File: src/rtl/instr_receive_pkg.sv
// Shared definitions for the instruction transmitter/receiver pair.
package instr_receive_pkg;

    localparam int unsigned DEF_IWIDTH = 32;
    localparam int unsigned DEF_DEPTH  = 7;

    typedef enum logic [2:0] {
        IDLE  = 3'd0,
        LOAD  = 3'd1,
        FLUSH = 3'd2,
        DONE  = 3'd3,
        ERR   = 3'd4
    } state_t;

endpackage

File: src/rtl/instr_ram.sv
// Local instruction RAM: one write port, one registered read port.
// Reads return zero unless the caller allows them and the address is in range.
module instr_ram
    import instr_receive_pkg::*;
#(
    parameter int unsigned IWIDTH = DEF_IWIDTH,
    parameter int unsigned AWIDTH = 3,
    parameter int unsigned DEPTH  = DEF_DEPTH
) (
    input  logic              t_clk,
    input  logic              t_rst,
    input  logic              we,
    input  logic [AWIDTH-1:0] waddr,
    input  logic [IWIDTH-1:0] wdata,
    input  logic              re,
    input  logic [AWIDTH-1:0] raddr,
    input  logic              allow,
    output logic [IWIDTH-1:0] rdata
);

    localparam logic [AWIDTH:0] DEP = (AWIDTH+1)'(DEPTH);

    logic [IWIDTH-1:0] mem [DEPTH];

    // Storage is never reset so a program survives a receiver reset.
    always_ff @(posedge t_clk) begin
        if (we && ({1'b0, waddr} < DEP)) begin
            mem[waddr] <= wdata;
        end
    end

    // Registered read; output holds its value when no read is requested.
    always_ff @(posedge t_clk or negedge t_rst) begin
        if (!t_rst) begin
            rdata <= '0;
        end else if (re) begin
            rdata <= (allow && ({1'b0, raddr} < DEP)) ? mem[raddr] : '0;
        end
    end

endmodule

File: src/rtl/instr_receive.sv
// Instruction receiver: pulls a program from the transmitter into local RAM,
// then serves registered word reads to the fetch stage.
module instr_receive
    import instr_receive_pkg::*;
#(
    parameter int unsigned IWIDTH  = DEF_IWIDTH,
    parameter int unsigned DEPTH   = DEF_DEPTH,
    parameter int unsigned AWIDTH  = 3,
    parameter int unsigned TIMEOUT = 16
) (
    input  logic              t_clk,
    input  logic              t_rst,
    input  logic              i_start,
    output logic              t_o_syn,
    input  logic [IWIDTH-1:0] t_i_instr,
    input  logic              t_i_ack,
    input  logic              t_i_last,
    output logic              o_busy,
    output logic              o_done,
    output logic              o_err,
    output logic [AWIDTH:0]   o_count,
    input  logic              i_ren,
    input  logic [AWIDTH-1:0] i_raddr,
    output logic [IWIDTH-1:0] o_rdata,
    output logic              o_rvalid
);

    localparam int unsigned     TW   = $clog2(TIMEOUT + 1);
    localparam logic [AWIDTH:0] FULL = (AWIDTH+1)'(DEPTH);
    localparam logic [TW-1:0]   TLIM = TW'(TIMEOUT - 1);

    state_t          state, state_n;
    logic [AWIDTH:0] count, count_n;
    logic [TW-1:0]   tcnt, tcnt_n;
    logic            we;
    logic            allow;

    // State, word counter and ack-timeout counter registers.
    always_ff @(posedge t_clk or negedge t_rst) begin
        if (!t_rst) begin
            state <= IDLE;
            count <= '0;
            tcnt  <= '0;
        end else begin
            state <= state_n;
            count <= count_n;
            tcnt  <= tcnt_n;
        end
    end

    // Next-state, capture and error detection.
    always_comb begin
        state_n = state;
        count_n = count;
        tcnt_n  = tcnt;
        we      = 1'b0;
        case (state)
            IDLE, DONE, ERR: begin
                if (i_start) begin
                    state_n = LOAD;
                    count_n = '0;
                    tcnt_n  = '0;
                end
            end
            LOAD: begin
                if (t_i_ack) begin
                    tcnt_n = '0;
                    if (t_i_last) begin
                        if (count < FULL) begin
                            we      = 1'b1;
                            count_n = count + 1'b1;
                        end
                        state_n = FLUSH;
                    end else if (count == FULL) begin
                        state_n = ERR;
                    end else begin
                        we      = 1'b1;
                        count_n = count + 1'b1;
                    end
                end else if (tcnt == TLIM) begin
                    state_n = ERR;
                end else begin
                    tcnt_n = tcnt + 1'b1;
                end
            end
            FLUSH:   state_n = DONE;
            default: state_n = IDLE;
        endcase
    end

    assign t_o_syn = (state == LOAD);
    assign o_busy  = (state == LOAD) || (state == FLUSH);
    assign o_done  = (state == DONE);
    assign o_err   = (state == ERR);
    assign o_count = count;
    assign allow   = (state == DONE) && ({1'b0, i_raddr} < count);

    // Read-valid tracks the read enable one cycle later.
    always_ff @(posedge t_clk or negedge t_rst) begin
        if (!t_rst) begin
            o_rvalid <= 1'b0;
        end else begin
            o_rvalid <= i_ren;
        end
    end

    instr_ram #(
        .IWIDTH (IWIDTH),
        .AWIDTH (AWIDTH),
        .DEPTH  (DEPTH)
    ) u_ram (
        .t_clk (t_clk),
        .t_rst (t_rst),
        .we    (we),
        .waddr (count[AWIDTH-1:0]),
        .wdata (t_i_instr),
        .re    (i_ren),
        .raddr (i_raddr),
        .allow (allow),
        .rdata (o_rdata)
    );

endmodule

File: config.mk
export PLATFORM = sky130hd
export DESIGN_NAME = instr_receive
export DESIGN_NICKNAME = d
export VERILOG_FILES = /design/src/rtl/instr_receive_pkg.sv /design/src/rtl/instr_ram.sv /design/src/rtl/instr_receive.sv
export SDC_FILE = /design/constraint.sdc
export NUM_CORES = 1
export LEC_CHECK = 0
export BUFFER_PORTS_ARGS = -buffer_cell sky130_fd_sc_hd__buf_2
export CAP_MARGIN = 20
export CORE_AREA = 3 3 173 175
export DETAILED_ROUTE_END_ITERATION = 8
export DIE_AREA = 0 0 176 178
export MAX_ROUTING_LAYER = met4
export PLACE_DENSITY_LB_ADDON = 0.1
export SLEW_MARGIN = 20
export SYNTH_ARGS = -nofsm -noshare
export SYNTH_HDL_FRONTEND = slang
export SYNTH_SLANG_ARGS = --single-unit
File: constraint.sdc
create_clock -name t_clk -period 4.74 [get_ports t_clk]
set_clock_uncertainty 0.05 [all_clocks]
set_input_delay 1.185 -clock t_clk [delete_from_list [all_inputs] [get_ports t_clk]]
set_output_delay 1.185 -clock t_clk [all_outputs]
set_load 0.02 [all_outputs]
==> impl_metrics.yaml <==
setup_path:
  critPathSlowestCell: "or3b_1"
  rr_endpoint: "u_ram.mem[6][23]$_DFFE_PP_"
  worstSetupEndpoint: "t_o_syn"
  critPathMaxFanout: 8
  worst-path-stages: 3
  cp.buffers_inverters: 2
  startpoint: "state[0]$_DFFE_PN0P_"
  crit_family: "simple AND/OR/NAND/NOR gates"
  cp_slowest_stage_delay_ps: 570
  required_ps: 3500
  ff2ff_path_depth: 6
  r2r_start: "o_count[0]$_DFFE_PN0P_"
  worstSetupEndpointType: "primary output"
  critPathArrivalTime_ps: 1920
  cp-start-kind: "register"
  critical_path.cell_chain: "or3b_1, clkinv_2, buf_2"
  crit_type: "reg -> out"
  rrSetupSlack_ps: 1880
flow_run:
  maxCapViolations: 0
timing:
  timing.final.crit_share: 0.665
  timing.hold.ws_ps: 452
  fin_crit_ps: 3150
  finalHoldViolations: 0
  slew_viol_final: 0
  rsz0062_at_grt: "false"
  fmax_mhz: 317
  tightest_slew_ps: 864
  setup_viol: 0
  tns_ps: 0
  timing.slew.headroom: 0.424
  worst_slack_ps: 1590
synthesis:
  synth-edff-count: 224
  synth-simple-area-share: 0.0326
  syn_area_sq_um: 10700
  yosysTopAreaCell: "edfxtp_1"
  synth_area_leaders: "edfxtp_1 (63%), dfrtp_1 (10%), mux2i_1 (8.9%)"
  yosys_warnings: 0
  synth_fp_nets: 722
  synth_cells: 676
  muxShareOfSynthArea: 0.0918
  synth-compound-area-share: 0.104
  post-synth-top-count-cell: "edfxtp_1"
  async_flop_share: 0.167
  synth.lib_cells_used.distinct: 47
  yosys_most_used_dff: "edfxtp_1"
  synth_top_family_by_area: "compound AO/OA/AOI/OAI gates"
  synth_top_area_share: 0.627
  synth_seq_cells: 269
  synth_fa_ha_area_frac: 0.00583
  yosys-top-cells-count: "edfxtp_1 (224), mux2i_1 (95), dfrtp_1 (45), inv_1 (39), o21ai_0 (37)"
  ys_seq_area_frac: 0.732
  avgSynthCellArea_sq_um: 15.9
  synth_xor_area_frac: 0.000816
place:
  post-place-ws_ps: 1090
  place_congestion: 0.788
  portBuffers: 81
  dpl.hpwl_um: 14000
detailed_routing:
  viasPerCell: 5.00
  drc: 0
  vias: 5889
  wire_per_inst_um: 19.8
  totalWireLength_um: 23300
  final_antenna_net_count: 0
  first_pass_iters: 5
  drtIter0Drc: 354
global_routing:
  grt_max_degree: 90
  track_usage: 0.153
  grt-ovfl-total: 0
  grt_pass1_wl_um: 36200
  antenna_found_initial: 2
  grt_pass1_vias: 6225
floorplan:
  initial_utilization: 0.375
  ios: 82
  rows: 62
  core_sq_um: 28600
  die_h_um: 178
  dieArea_sq_um: 31300
  fp.dieW_um: 176
clock_network:
  cts_resized: 0
  clk_path_buf_depth: 3
  cts_buffers: 29
  cts_setup_buffers: 0
  cts_tree: "done"
  h-tree-depth: 1
  clkSinkCount: 269
  postCtsHoldBufs: 0
  path_clk_slew_ps: 60
  root_buffer: "clkbuf_16"
  clock_latency_ps: 540
power:
  leakagePower_nw: 4.68
  irDropWorstVdd_mv: 0.239
  power_density_nw_per_um2: 457
cells_and_area:
  nNetsFinal: 815
  final_layout_size_suffix_gt1_frac: 0.238
  area_growth_pct: 17.0
worst_hold_path:
  min-delay-start: "tcnt[2]$_DFFE_PN0P_"
  hold_path.class: "reg -> reg"
status:
  status: "finished, final reports clean"
## sequential cells by signal (all words and copies together), names as in the netlist
signal and flops:
u_ram.mem 224, u_ram.rdata 32, tcnt 5, o_count 4, state 3, o_rvalid 1
## where the power goes
group | leakage [nW] | internal [mW] | switching (mW)
Sequential | 2.64 | 2.76 | 0.0822
Combinational | 1.59 | 0.250 | 0.494
Clock | 0.447 | 1.28 | 0.881
## per-layer routing
| layer | GRT usage | up-vias | wire [um] |
|---|---|---|---|
| met2 | 0.248 | 135 | 11200 |
| met3 | 0.0241 | 43 | 1020 |
| met5 | - | - | 0 |
| li1 | - | 2760 | - |
| met1 | 0.204 | 2951 | 10500 |
| met4 | 0.0383 | 0 | 483 |
## final cells by class
class / count / area [sq um]
Fill cell: 2552 / 16100
Sequential cell: 269 / 7850
Multi-Input combinational cell: 328 / 2570
Clock buffer: 33 / 741
Timing Repair Buffer: 101 / 583
Tap cell: 384 / 480
Clock inverter: 20 / 170
Inverter: 40 / 151
Antenna cell: 2 / 5.00
## metrics by stage
stage / cell area (sq um) / total power [mW] / cells / utilization
2_1_floorplan: 10700 / 3.37 / 676 / -
3_3_place_gp: 11600 / 3.63 / 1122 / 0.407
3_5_place_dp: 11600 / 3.65 / 1122 / 0.407
4_1_cts: 12600 / 5.83 / 1175 / 0.439
5_1_grt: 12600 / 6.00 / 1177 / 0.439
6_report: 12600 / 5.74 / 1177 / 0.439
## layout by cell type, fill, tap and decap left out, types with 2 or more instances in the layout
cell / synthesis / routed
a21o_1: 2 / 2
o21ai_1: 3 / 3
clkbuf_16: 0 / 29
nor3_2: 0 / 3
nor2b_1: 3 / 3
o22ai_1: 33 / 33
buf_4: 0 / 19
clkinv_2: 1 / 7
clkbuf_1: 12 / 4
a22o_1: 3 / 3
dfrtp_1: 45 / 45
nand2b_1: 3 / 3
diode_2: 0 / 2
o22ai_2: 30 / 30
a21oi_1: 34 / 34
mux2i_1: 95 / 95
clkinv_1: 0 / 9
nand3_1: 3 / 3
o21bai_1: 2 / 2
nand2_1: 36 / 36
ha_1: 5 / 5
and3_1: 2 / 2
buf_12: 0 / 2
bufinv_16: 0 / 3
o21ai_0: 37 / 37
buf_2: 21 / 80
a31oi_1: 2 / 2
nor2_4: 1 / 5
inv_1: 39 / 39
nand3b_1: 2 / 2
edfxtp_1: 224 / 224
nor2_1: 9 / 5
## kinds of logic after synthesis
group | after synthesis
mux | 97
compound gates | 155
buf+inv | 79
xor+xnor | 1
fa+ha+maj | 5
simple gates | 70
flops | 269
## worst min path at each step
stage | depth (start not counted) | slack, ps | endpoint
floorplan | 1 | 400 | tcnt[2]$_DFFE_PN0P_
global placement | 1 | 430 | tcnt[2]$_DFFE_PN0P_
detailed placement | 1 | 440 | tcnt[2]$_DFFE_PN0P_
CTS | 1 | 450 | tcnt[2]$_DFFE_PN0P_
global route | 1 | 480 | tcnt[2]$_DFFE_PN0P_
finish | 1 | 450 | tcnt[2]$_DFFE_PN0P_
Note: power is estimated with default switching activity, not from simulation.
